[src/rtl/truth_table_sweeper.sv]
// Sweeps all eight input rows of a 3-input gate, samples its output after a
// programmable settle time and compares the measured truth table to EXPECTED.
module truth_table_sweeper #(
  parameter logic [7:0]  EXPECTED = 8'hAE,
  parameter int unsigned SETTLE   = 4
) (
  input  logic       clk,
  input  logic       rst,
  input  logic       start,
  input  logic       abort,
  input  logic       dut_out,
  output logic       in1,
  output logic       in2,
  output logic       in3,
  output logic       busy,
  output logic       done,
  output logic [7:0] measured,
  output logic [7:0] mismatch,
  output logic       pass
);

  typedef enum logic [1:0] {IDLE, APPLY, SAMPLE, FINISH} state_t;

  localparam logic [7:0] RELOAD = 8'(SETTLE - 1);

  state_t     state;
  logic [2:0] row;
  logic [7:0] cnt;

  // NOTE: every register here is updated with <= so all of them see the
  // pre-edge values of one another, whatever order the statements appear in.
  always_ff @(posedge clk or posedge rst) begin
    if (rst) begin
      state           <= IDLE;
      row             <= '0;
      cnt             <= '0;
      {in1, in2, in3} <= 3'b000;
      busy            <= 1'b0;
      done            <= 1'b0;
      measured        <= '0;
      mismatch        <= '0;
      pass            <= 1'b0;
    end else if (abort && (state == APPLY || state == SAMPLE)) begin
      // Abort beats a same-cycle capture; rows already captured are kept.
      state           <= IDLE;
      row             <= '0;
      cnt             <= '0;
      {in1, in2, in3} <= 3'b000;
      busy            <= 1'b0;
    end else begin
      case (state)
        IDLE: begin
          if (start && !abort) begin
            state           <= APPLY;
            row             <= '0;
            cnt             <= RELOAD;
            {in1, in2, in3} <= 3'b000;
            busy            <= 1'b1;
            measured        <= '0;
            mismatch        <= '0;
            pass            <= 1'b0;
          end
        end

        APPLY: begin
          if (cnt == '0) state <= SAMPLE;
          else           cnt   <= cnt - 8'd1;
        end

        SAMPLE: begin
          measured[3'd7 - row] <= dut_out;
          if (row == 3'd7) begin
            state           <= FINISH;
            done            <= 1'b1;
            {in1, in2, in3} <= 3'b000;
          end else begin
            state           <= APPLY;
            row             <= row + 3'd1;
            cnt             <= RELOAD;
            {in1, in2, in3} <= row + 3'd1;
          end
        end

        FINISH: begin
          done     <= 1'b0;
          mismatch <= measured ^ EXPECTED;
          pass     <= (measured == EXPECTED);
          // A start seen on the edge ending done chains straight into the next
          // sweep; the just-computed verdict stays visible while it runs.
          if (start && !abort) begin
            state           <= APPLY;
            row             <= '0;
            cnt             <= RELOAD;
            {in1, in2, in3} <= 3'b000;
            measured        <= '0;
          end else begin
            state <= IDLE;
            busy  <= 1'b0;
          end
        end

        default: state <= IDLE;
      endcase
    end
  end

endmodule

[config.mk]
export PLATFORM = sky130hd
export DESIGN_NAME = truth_table_sweeper
export DESIGN_NICKNAME = d
export VERILOG_FILES = /design/src/rtl/truth_table_sweeper.sv
export SDC_FILE = /design/constraint.sdc
export NUM_CORES = 1
export LEC_CHECK = 0
export ABC_AREA = 1
export ABC_CLOCK_PERIOD_IN_PS = 2000
export CORE_MARGIN = 5
export CORE_UTILIZATION = 30
export DETAILED_ROUTE_END_ITERATION = 8
export PLACE_DENSITY = 0.5
export SYNTH_ARGS = -nofsm -noshare
export SYNTH_HDL_FRONTEND = slang
export SYNTH_SLANG_ARGS = --single-unit
export TNS_END_PERCENT = 10
[constraint.sdc]
create_clock -name clk -period 2 [get_ports clk]
set_clock_uncertainty 0.05 [all_clocks]
set_input_delay 0.6 -clock clk [delete_from_list [all_inputs] [get_ports clk]]
set_output_delay 0.6 -clock clk [all_outputs]
set_load 0.005 [all_outputs]
---- Word level (Yosys, flattened, before mapping) ----
Cells that the tools add are included.
W data, S select, Z words.
cells by class
  add/sub/neg operators ................... 3
  equal/unequal tests ..................... 14
  div/mod/pow operators ................... 0
  multipliers ............................. 0
  mux-type cells .......................... 38
  shifts and indexed selects .............. 0
  reduce and logical (&&, ||, !) cells .... 21
  magnitude comparators ................... 2
  bitwise logic cells ..................... 2
operator list
  kind                   number
  $mux W8                5
  $pmux W8 S2            2
  $pmux W8 S3            1
  $reduce_and A3 Y1      6
  $mux W1                13
  $ne A3 B3 Y1 const B   4
  $pmux W1 S2            6
  $mux W3                3
  $bwmux W8              1
  $eq A8 B8 Y1 const B   1
  $logic_not A8 Y1       1
  $mux W2                4
  $pmux W2 S4            1
  $sub A8 B1 Y8 const B  1
  $ne A3 B1 Y1 const B   2
  $pmux W3 S2            1
  $reduce_bool A2 Y1     3
  $reduce_bool A3 Y1     2
  $not A5 Y5             1
  $eq A2 B2 Y1 const B   2
  $lt A3 B4 Y1 const B   1
  $ne A2 B1 Y1 const B   2
  $reduce_and A2 Y1      2
  $add A3 B1 Y3 const B  1
  other kinds (12)       14
word-level totals
  output and inout bits ................... 22
  memories ................................ 0
  ROM bits ................................ 0
  bits in latches ......................... 0
  bits in writable memories ............... 0
  flip-flop bits (word level) ............. 35

---- Depth between registers and ports, before layout ----
  depth after elaboration ................. 7
  mapped depth ............................ 10
  gate-level depth less buffers ........... 9

---- Worst setup path after synthesis ----
OpenSTA, ideal clock, no wires.
  path kind ............................... reg-to-reg
  from .................................... register state[0]
  to ...................................... register measured[2]
  path slack .............................. 290 ps
  cell stages (with the launch flop) ...... 11
  arrival time ............................ 1543 ps
  buffers on the path ..................... 2
  required time ........................... 1833 ps
  clock period less this slack ............ 1710 ps
  cell sequence ........................... dfrtp_1 inv_1 ha_1 buf_4 nand2_4 inv_2 buf_6 nor2_4 o21ai_0 nand2_1 nand2_1
on the way
  word-level cells in the longest chain between the ends .. 5
  elaborated cells between the ends (all ways) .. 12
RTL lines
  item                                                       RTL line  RTL
  start: declaration                                         26        state_t state;
  start signal: assignment                                   34        state <= IDLE;
  start signal: assignment                                   45        state <= IDLE;
  start signal: assignment                                   54        state <= APPLY;
  branches (longest 5 deep; another with $reduce_and A3 Y1)  -
  end signal: indexed assignment                             71        measured[3'd7 - row] <= dut_out;
  end: declaration                                           17        output logic [7:0] measured,
Parallel ways; which one is timed is not known.
A chain may end at the register's enable or synchronous reset.

---- Worst setup path in the final report ----
  from .................................... register measured[0]
  to ...................................... output measured[0]
No word-level cell between the ends.

==> flow_summary.toml <==
[outcome]
outcome = "finished, final reports clean"

[power]
pwr_density_cell_mw_per_mm2 = 1500
power.static_leakage_nw = 1.18
share_comb_of_total_power_pct = 55.1
power_switching_share_pct = 44.4
totalPowerFinal_mw = 3.81
power.ir.vdd_worst_uv = 579
power.clock.fraction_pct = 17.0
power_report.internal_total_mw = 2.12
power.switching_mw = 1.69
share_seq_of_total_power_pct = 27.9

[final_layout]
num_antenna_cells = 0
layout.cells.non_filler = 359
post_route_cells_drive_above_1_share_pct = 17.7
final_util_pct = 39.9
num-nets-final = 294
area_of_all_placed_cells_without_fillers_mm2 = 0.00254
flow.area_growth_from_synthesis_pct = 28.9

[hold_path]
hold_depth = 2
min_from = "mismatch[6]"
min_to = "mismatch[6]"
hold_path.class = "flop to flop"

[worst_setup_path]
worstSetupStartpointType = "flop"
critical-path-top-delay-family = "buffers and inverters"
worst_r2r_endpoint = "row[0]"
cp_data_arrival_time_ps = 1250
crit_buf_inv = 1
end_kind = "output pin"
critical_path.max_fanout = 4
reg2reg_slack_ps = 160
required_ps = 1350
reg2reg_from = "state[0]"
cp_slowest_cell = "clkdlybuf4s50_1"
timing_worst_setup_path_type = "flop to output pin"
timing.reg2reg.worst_path_depth = 9
cp_max_stage_delay_ps = 540
cp_cell_sequence = "clkdlybuf4s50_1"

[floorplanning]
die_x_um = 91.1
rows = 29
core_area_mm2 = 0.00639
design.portCount = 27
effective_utilization_at_floorplan_pct = 30.9
dieHeight_um = 91.1
fp.dieArea_mm2 = 0.00830

[grt]
grtUsageTotal_pct = 12.0
first_pass_grt_wire_length_um = 8290
top_usage_layer = "met2"
grt_util_met2_pct = 18.1
grt_start_max_net_pins = 36
initial_antenna_violation_count = 0
globalRouteMet3Util_pct = 2.40
groute.layer.met1.usage_pct = 17.2
first_global_vias = 1693
grt_overflow_total = 0

[clocking]
cts.path.max_buffers = 2
cts.repair.resized = 0
clock_insertion_delay_worst_skew_ps = 290
clk_pin_slew_worst_paths_ps = 80
h-tree-depth = 2
cts_root_buf = "clkbuf_8"
cts_bufs_inserted = 5
cts_tree = "built"
cts_hold_repair.buffers = 0
post-cts-setup-buffers = 0
clock_sinks = 35

[routing]
detail_route.vias_per_cell = 4.71
post-route-drc-count = 0
detail_route.wl_per_cell_um = 12.8
drt.antenna.violating_nets = 0
vias = 1691
total_wirelength_um = 4600
initial_drt_pass_iterations = 4
first_iter_violations = 79

[synth]
post-synth-top-count-cell = "nand2_1"
dominantRegCellSynth = "dfrtp_1"
synth_cell_types = 31
synth_async_sr_flop_share_pct = 100
postSynthAreaPerCell_um2 = 8.33
synth-seq-cells = 35
yosysWarningCount = 0
syn_inst = 237
ys_top_cells_by_count = "nand2_1 (62), dfrtp_1 (35), o21ai_0 (22)"
synth.largest_area_cell = "dfrtp_1"
synth.area.top_cells = "dfrtp_1 (44%), nand2_1 (12%), o21ai_0 (5.6%)"
postSynthNetCount = 250
yosysTopAreaCellShare_pct = 44.4
synth_edf_count = 0
post_synth_instance_area_mm2 = 0.00197
portion_of_the_post_synthesis_area_used_by_sequential_elements_pct = 44.4

[placement]
place.port_buffers = 26
dpl.cell_count = 351
detailed_place.area_mm2 = 0.00243
finalWeightedCongestion = 0.793
detailedPlacementHpwl_um = 3510
dp_slack_ps = -94.8

[sta]
setup_repair_after_global_routing_missed_its_margin = "false"
worst_slack_ps = 101
hold_viol_final = 0
fmax_achieved_mhz = 527
maxSlewViolCount = 0
final.period_utilization_pct = 95.0
worst_slew_margin_rel_pct = 78.4
max_slew.worst_pin.slew_ps = 322
final_number_of_setup_violating_endpoints = 0
final.min_clock_period_ps = 1900

[job]
cap_violations = 0
[layout by cell type (no fill, tap or decap), drive strengths merged]
| cell type | count |
|---|---|
| inv | 23 |
| or2 | 1 |
| bufinv | 1 |
| nor3 | 7 |
| nand3b | 2 |
| buf | 14 |
| o211ai | 1 |
| dfrtp | 35 |
| o31ai | 2 |
| nand4 | 5 |
| o22ai | 1 |
| ha | 8 |
| clkinv | 2 |
| a21oi | 7 |
| o21ai | 32 |
| nor2 | 21 |
| clkbuf | 5 |
| nand2 | 67 |
| nor3b | 2 |
| nand3 | 20 |
| clkdlybuf4s50 | 26 |
[flip-flops by register name (all words and copies together), names as in the netlist, 2 cells and up]
register  cells
cnt           8
measured      8
mismatch      8
row           3
state         2
[layout make-up]
cell class,count,area (um2)
Clock inverter,3,43.8
Sequential cell,35,876
Inverter,23,86.3
Multi-Input combinational cell,176,996
Tap cell,77,96.3
Timing Repair Buffer,40,378
Fill cell,653,3840
Clock buffer,5,68.8
[kinds of logic after synthesis]
kind of cell | share of synthesized area, %
and+or+nand+nor | 31.8
buffers and inverters | 5.51
adders and majority gates | 5.07
DFF | 44.4
AOI/OAI and AO/OA | 13.2
[worst max path at each step]
stage,start,to,cells after the start
5_1_grt,state[0],row[1],9
4_1_cts,measured[3],measured[3],1
2_1_floorplan,state[0],measured[2],10
3_5_place_dp,abort,row[1],9
3_3_place_gp,abort,row[0],9
6_report,measured[0],measured[0],1
[worst min-delay path, delay by kind of cell (launching register included)]
family,cells,cell delay (ps)
and+or+nand+nor,1,50
AOI/OAI and AO/OA,1,60
DFF,1,350
[stage by stage]
stage	TNS [ps]	hold slack (ps)
floorplan	0	421
global placement	-1000	419
detailed placement	-1190	426
CTS	0	453
global route	0	474
finish	0	447
[layer usage]
metal | vias up | share of wire (%)
li1 | 879 | -
met1 | 778 | 51
met2 | 26 | 44
met3 | 8 | 3.2
met4 | 0 | 1.5
met5 | - | 0
[power by group through the flow]
| stage | clock [mW] | sequential (mW) | combinational (mW) |
|---|---|---|---|
| floorplan | 0 | 1.06 | 1.48 |
| global placement | 0 | 1.07 | 2.10 |
| detailed placement | 0 | 1.08 | 2.10 |
| CTS | 0.673 | 1.06 | 2.11 |
| global route | 0.702 | 1.10 | 2.37 |
| finish | 0.648 | 1.06 | 2.10 |
No activity file was read; power rests on OpenSTA's default activity.
